File: config.mk
export PLATFORM = sky130hd
export DESIGN_NAME = xor_inv_arbiter
export DESIGN_NICKNAME = d
export VERILOG_FILES = /design/src/rtl/xor_inv_arbiter.sv
export SDC_FILE = /design/constraint.sdc
export NUM_CORES = 1
export LEC_CHECK = 0
export ABC_AREA = 1
export ABC_CLOCK_PERIOD_IN_PS = 3400
export BUFFER_PORTS_ARGS = -buffer_cell sky130_fd_sc_hd__buf_2
export CAP_MARGIN = 25
export CORE_MARGIN = 8
export CORE_UTILIZATION = 51
export DETAILED_ROUTE_END_ITERATION = 10
export GPL_TIMING_DRIVEN = 0
export PLACE_DENSITY = 0.91
export SLEW_MARGIN = 25
export SYNTH_ARGS = -nofsm -noshare
export SYNTH_HDL_FRONTEND = slang
export SYNTH_SLANG_ARGS = --single-unit
File: constraint.sdc
create_clock -name clk -period 3.4 [get_ports clk]
set_clock_uncertainty 0.1 [all_clocks]
set_input_delay 1.02 -clock clk [delete_from_list [all_inputs] [get_ports clk]]
set_output_delay 1.02 -clock clk [all_outputs]
set_load 0.005 [all_outputs]
File: src/rtl/xor_inv_arbiter.sv
// Shares one XOR/invert unit (C = A^B, inverted when A[7]=1) between NUM_REQ round-robin requesters.
// Latency: request handshake at edge t -> rsp_valid seen at edge t+2; 3 cycles minimum per op, no overlap.
// Backpressure: rsp_valid/data/id held until rsp_ready; req_ready stays low outside IDLE.
module xor_inv_arbiter #(
    parameter int NUM_REQ = 4,
    parameter int ID_W    = $clog2(NUM_REQ)
) (
    input  logic                 clk,
    input  logic                 rst,
    input  logic [NUM_REQ-1:0]   req_valid,
    input  logic [NUM_REQ*8-1:0] req_a,
    input  logic [NUM_REQ*8-1:0] req_b,
    output logic [NUM_REQ-1:0]   req_ready,
    output logic                 rsp_valid,
    input  logic                 rsp_ready,
    output logic [7:0]           rsp_data,
    output logic [ID_W-1:0]      rsp_id,
    output logic                 busy,
    output logic [15:0]          done_cnt
);

    typedef enum logic [1:0] {IDLE, EXEC, RESP} state_t;

    typedef struct packed {
        logic [7:0]      a;
        logic [7:0]      b;
        logic [ID_W-1:0] id;
    } op_t;

    state_t          state;
    state_t          state_nxt;
    op_t             op;
    logic [ID_W-1:0] rr_ptr;
    logic [ID_W-1:0] rr_ptr_nxt;
    logic            gnt_vld;
    logic [ID_W-1:0] gnt_idx;
    logic [ID_W:0]   cand;
    logic [7:0]      a_arr [NUM_REQ];
    logic [7:0]      b_arr [NUM_REQ];

    function automatic logic [7:0] custom_logic(input logic [7:0] a, input logic [7:0] b);
        logic [7:0] x;
        x = a ^ b;
        return a[7] ? ~x : x;
    endfunction

    always_comb begin
        for (int i = 0; i < NUM_REQ; i++) begin
            a_arr[i] = req_a[i*8 +: 8];
            b_arr[i] = req_b[i*8 +: 8];
        end
    end

    // Cyclic first-valid search starting at rr_ptr; cand wraps modulo NUM_REQ.
    always_comb begin
        gnt_vld = 1'b0;
        gnt_idx = '0;
        cand    = '0;
        for (int k = 0; k < NUM_REQ; k++) begin
            cand = {1'b0, rr_ptr} + (ID_W+1)'(k);
            if (cand >= (ID_W+1)'(NUM_REQ)) begin
                cand = cand - (ID_W+1)'(NUM_REQ);
            end
            if (!gnt_vld && req_valid[cand[ID_W-1:0]]) begin
                gnt_vld = 1'b1;
                gnt_idx = cand[ID_W-1:0];
            end
        end
    end

    always_comb begin
        req_ready = '0;
        if (state == IDLE && gnt_vld) begin
            req_ready[gnt_idx] = 1'b1;
        end
    end

    assign busy       = (state != IDLE);
    assign rr_ptr_nxt = (op.id == ID_W'(NUM_REQ-1)) ? '0 : op.id + ID_W'(1);

    always_ff @(posedge clk) begin
        if (rst) begin
            state <= IDLE;
        end else begin
            state <= state_nxt;
        end
    end

    always_comb begin
        state_nxt = state;
        case (state)
            IDLE:    if (gnt_vld) state_nxt = EXEC;
            EXEC:    state_nxt = RESP;
            RESP:    if (rsp_ready) state_nxt = IDLE;
            default: state_nxt = IDLE;
        endcase
    end

    always_ff @(posedge clk) begin
        if (rst) begin
            rr_ptr    <= '0;
            rsp_valid <= 1'b0;
            rsp_data  <= '0;
            rsp_id    <= '0;
            done_cnt  <= '0;
            op        <= '0;
        end else begin
            case (state)
                IDLE: begin
                    if (gnt_vld) begin
                        op.a  <= a_arr[gnt_idx];
                        op.b  <= b_arr[gnt_idx];
                        op.id <= gnt_idx;
                    end
                end
                EXEC: begin
                    rsp_data  <= custom_logic(op.a, op.b);
                    rsp_id    <= op.id;
                    rsp_valid <= 1'b1;
                end
                RESP: begin
                    if (rsp_ready) begin
                        rsp_valid <= 1'b0;
                        rr_ptr    <= rr_ptr_nxt;
                        done_cnt  <= done_cnt + 16'd1;
                    end
                end
                default: ;
            endcase
        end
    end

endmodule

* After elaboration in Yosys (flattened, before gate mapping)
Cells that the tools add are included.
** Storage, ports and cells
- Register bits after elaboration :: 49
- Input port bits :: 71
** Cells by class
- Add/subtract/negate cells :: 9
- Equality and inequality tests :: 5
- Mux-type cells :: 36
- Reduce and logical (&&, ||, !) cells :: 15
- Magnitude comparators :: 11
- Bitwise logic cells :: 3
** Operators by type and width (count)
- $mux W8 :: 5
- $bmux W8 S2 :: 2
- $mux W2 :: 11
- $add A16 B1 Y16 const B :: 1
- $lt A2 B3 Y1 const B :: 5
- $ge A3 B3 Y1 const B :: 4
- $mux W1 :: 10
- $bmux W1 S2 :: 4
- $not A8 Y8 :: 1
- $reduce_and A2 Y1 :: 4
- $sub A2 B1 Y2 const B :: 4
- $xor A8 B8 Y8 :: 1
- $add A2 B2 Y3 const B :: 2
- $pmux W2 S3 :: 1
- $logic_and A1 B1 Y1 :: 5
- $eq A2 B2 Y1 const B :: 2
- $mux W4 :: 1
- $ne A2 B2 Y1 const B :: 2
- $reduce_bool A2 Y1 :: 2
- $add A2 B1 Y3 const B :: 1
- $ge A2 B3 Y1 const B :: 1
- $logic_not A1 Y1 :: 3
- $not A2 Y3 :: 1
- $add A2 B1 Y2 const B :: 1
- 5 further kinds :: 5

* Depth between registers and ports, before layout
- Depth after elaboration :: 19
- Gate-level depth with buffers :: 17
- Depth with buffers taken out :: 14

* Worst setup path before layout
Ideal clock, no wire load.
- Path type :: in2out
- Start point :: input port req_valid[1]
- End point :: output port req_ready[2]
- Arrival time :: 2.049 ns
- Data required time :: 2.280 ns
- Slack :: 0.231 ns
- Stages :: 10
- Path through :: inv_1 > nand2_1 > nand3_1 > nand2_1 > nor2_2 > nand3_1 > nand3_2 > inv_2 > buf_2 > nor3_1
** On the way
- Word-level cells in the longest chain between the ends :: 17
- Elaborated cells on any way between the ends :: 29
- Classes of those cells :: order compare: 2; mux: 19; reduce/logical: 8
** RTL lines
- from (decl) :: RTL line 10 : input logic [NUM_REQ-1:0] req_valid,
- $bmux W1 S2 :: RTL line 64 : if (!gnt_vld && req_valid[cand[ID_W-1:0]]) begin
- $mux W1 (implied by the code) :: RTL line 64
- $mux W1 :: RTL line 64
- $logic_not A1 Y1 :: RTL line 64
- $logic_and A1 B1 Y1 :: RTL line 64
- $mux W1 :: RTL line 64
- $logic_not A1 Y1 :: RTL line 64
- $logic_and A1 B1 Y1 :: RTL line 64
- $mux W1 :: RTL line 64
- $logic_not A1 Y1 :: RTL line 64
- $logic_and A1 B1 Y1 :: RTL line 64
- $mux W2 :: RTL line 64
- $lt A2 B3 Y1 (implied by the code) or $ge A2 B1 Y1 (tied branches) :: RTL line 74 : req_ready[gnt_idx] = 1'b1;
- $logic_and A1 B1 Y1 (implied by the code) :: RTL line 74
- $mux W1 (implied by the code) :: RTL line 74
- $demux W1 S2 :: RTL line 74
- $mux W4 (*) :: RTL line 73 : if (state == IDLE && gnt_vld) begin
- to (decl) :: RTL line 13 : output logic [NUM_REQ-1:0] req_ready,
Every way passes the cells marked *; elsewhere a longest branch is shown, timed or not. The select of a mux whose other input is x is not followed.

* Worst setup path in the final report
- Start point :: input port req_valid[2]
- End point :: output port req_ready[1]
Same word-level chain as after synthesis.

==> metrics.md <==
| Metric | Value |
|---|---|
| Status | `complete, but fails checks` |
| Failing checks | `negative setup slack` |
| Antenna Nets Post-Route | `0` |
| CTS tree | `yes` |
| Slew @ Worst Pin | `between 0.5 and 0.6 ns` |
| Distinct cells, synth | `30` |
| Drt pass-1 iters | `5` |
| Nets@finish | `682` |
| Fin crit share | `1.02` |
| Clk root buf | `clkbuf_8` |
| Power consumption | `around 1900 uW` |
| Syn nets | `563` |
| Crit path arrival time | `roughly 2.3 ns` |
| Worst hold stages | `2` |
| I/O pin count | `103` |
| FF+latch count, synth | `49` |
| Avg Vias per Cell | `5.32` |
| # hold bufs at CTS | `0` |
| Power Dens Cells | `between 400 and 500 nW/um^2` |
| Worst EP required | `~2.3 ns` |
| RSZ-0062 raised after global routing | `true` |
| Fin crit period | `~3.5 ns` |
| Hold Crit Endpoint | `rsp_data[7]` |
| DR WL/cell | `around 15 microns` |
| Area growth syn-to-layout | `31.0%` |
| F_max | `289 MHz` |
| Ranking of synthesized cells by area | `dfxtp_1 (32%), nand2_1 (13%), nand3_1 (8.9%)` |
| Initial antenna violation count | `0` |
| Slew HR | `0.627` |
| R2R Path End | `op[17]` |
| Lkg Pwr | `0.00217 uW` |
| CP endpoint kind | `primary output` |
| Clock-pin slew on the worst setup and hold paths | `0.09 ns` |
| Vias in the first global route | `3606` |
| Post-synth top area share | `0.318` |
| GR met2 Demand/Resource | `0.344` |
| Final instance area | `4030 sq um` |
| Via count | `3639` |
| Maximum VDD drop | `~0.00025 V` |
| Hold crit path type | `flop to flop` |
| Worst-Skew Late Latency | `roughly 0.30 ns` |
| Final setup vio count | `1` |
| Yosys Warn Count | `0` |
| Inserted Clock Buffers | `5` |
| Clock tree buffer depth | `2` |
| Min-delay src | `op[9]` |
| Gr busiest metal | `met2` |
| Seq/Total Area, Yosys | `0.318` |
| R2r setup slk | `1.06 ns` |
| Num rows | `28` |
| Largest net degree at the start of global routing | `17` |
| Die H | `approximately 94 microns` |
| Type of the worst setup path | `input port to primary output` |
| Grt met3 use | `0.0512` |
| DR iter-0 viols | `248` |
| Synthesized area per cell | `around 6.3 sq um` |
| Die area | `just under 9000 sq um` |
| Fraction of layout cells with a size suffix above 1 | `0.294` |
| Area after DPL | `~3700 sq um` |
| Max-cap violations | `0` |
| Cell taking the most area after synthesis | `dfxtp_1` |
| DRC viols | `0` |
| Detailed-route wire length | `9940 microns` |
| Num Clock Sinks | `49` |
| Final WS setup | `-0.0637 ns` |
| RR Startpoint | `rr_ptr[1]` |
| Core Area | `between 5000 and 6000 sq um` |
| # diodes | `0` |
| Global route total overflow | `0` |
| Critical Path Fanout Max | `5` |
| Final Hold Vio Count | `0` |
| Syn Std Cell Area | `3080 sq um` |
| IO buf count | `101` |
| First-pass GRT wire length | `roughly 15000 microns` |
| Routability Congestion | `0.903` |
| FF-to-FF path depth | `15` |
| Initial core utilization | `0.523` |
| Post-DP HPWL | `7000 microns` |
| Total track usage | `0.207` |
| Gate Count Post-Synth | `490` |
| Die W | `93.7 microns` |
| CP Launch Type | `input port` |
| Final Max Slew Viols | `0` |
| H-Tree Depth | `2` |
| Grt met1 use | `0.248` |
==> placed cells by master (no fill, tap or decap), types with 5 or more instances in the layout <==
cell type / netlist / layout
buf_2: 8 / 107
nand2_1: 110 / 99
nor2_1: 72 / 69
inv_1: 68 / 63
nand3_1: 55 / 49
dfxtp_1: 49 / 49
a21oi_1: 24 / 24
nand4_1: 19 / 19
o21ai_0: 16 / 16
buf_4: 3 / 13
nand2_2: 2 / 10
xnor2_1: 8 / 8
xor2_1: 8 / 8
o21ai_1: 8 / 8
inv_2: 4 / 7
buf_6: 5 / 6
clkbuf_1: 5 / 6
clkbuf_8: 0 / 6
nand3_4: 3 / 5
nand3_2: 1 / 5
==> cell type report <==
| class | instances | area [sq um] |
|---|---|---|
| Buffer | 21 | 143 |
| Clock buffer | 7 | 86.3 |
| Fill cell | 533 | 1850 |
| Inverter | 74 | 298 |
| Multi-Input combinational cell | 344 | 1830 |
| Sequential cell | 49 | 981 |
| Tap cell | 75 | 93.8 |
| Timing Repair Buffer | 113 | 599 |
| Timing Repair inverter | 1 | 5.00 |
==> cell usage after synthesis <==
master,count
nand2_1,110
nor2_1,72
inv_1,68
nand3_1,55
dfxtp_1,49
a21oi_1,24
nand4_1,19
o21ai_0,16
buf_2,8
o21ai_1,8
xnor2_1,8
xor2_1,8
nor3_1,6
buf_6,5
clkbuf_1,5
inv_2,4
a31oi_1,3
buf_4,3
nand3_4,3
buf_1,2
ha_1,2
nand2_2,2
nor2_2,2
o21a_1,2
inv_4,1
inv_6,1
nand2_4,1
nand3_2,1
nand3b_1,1
nor3_4,1
==> sequential cells by signal, summed over array words and instances (netlist names) <==
register and cells:
rr_ptr 2, rsp_data 8, op 18, rsp_valid 1, rsp_id 2, state 2
done_cnt 16
==> logic make-up after synthesis <==
logic type	count (synthesis)	synth area share
XOR/XNOR	16	0.0455
AO/OA/AOI/OAI	53	0.0890
adder cells (fa/ha/maj)	2	0.00812
flip-flops	49	0.318
buffers and inverters	97	0.140
AND/OR/NAND/NOR	273	0.399
==> critical path, stage by stage <==
cell	delay, ns
buf_2	0.11
inv_2	0.06
nand2_2	0.09
nand3_4	0.08
inv_1	0.08
a31oi_4	0.20
nand3_4	0.20
buf_8	0.19
nor3_2	0.15
buf_2	0.15
==> stage by stage <==
step / hold WS [ns] / util / TNS [ns] / setup WS (ns) / cells
after global routing: 0.400 / 0.685 / -0.205 / -0.0694 / 684
final: 0.374 / 0.685 / -0.0637 / -0.0637 / 684
after detailed placement: 0.361 / 0.625 / -0.609 / -0.197 / 666
after CTS: 0.373 / 0.654 / 0 / 0.0182 / 673
after global placement: 0.345 / 0.625 / -0.408 / -0.134 / 666
after floorplan: 0.330 / - / 0 / 0.231 / 490
==> metal layers <==
layer	wire length, microns	up-vias
li1	-	1791
met1	4190	1601
met2	4620	218
met3	857	29
met4	275	0
met5	0	-
==> power by group <==
part / switching, uW / internal, uW
Sequential: 51.8 / 650
Combinational: 479 / 324
Clock: 188 / 162
==> timing repair <==
action / CTS / global route
pin swaps: 4 / 7
setup buffers: 2 / 10
cloned: 0 / 1
endpoints found under the setup margin: 4 / 4
resized for setup: 16 / 35
==> worst max-delay path by stage <==
| stage | start | cells past startpoint | end | slack, ns |
|---|---|---|---|---|
| floorplan | req_valid[1] | 10 | req_ready[2] | 0.23 |
| global placement | req_valid[1] | 12 | req_ready[3] | -0.13 |
| detailed placement | req_valid[1] | 12 | req_ready[3] | -0.20 |
| CTS | req_valid[3] | 10 | req_ready[1] | 0.02 |
| global route | req_valid[2] | 10 | req_ready[1] | -0.07 |
| finish | req_valid[2] | 10 | req_ready[1] | -0.06 |
No activity file was read; power rests on OpenSTA's default activity.
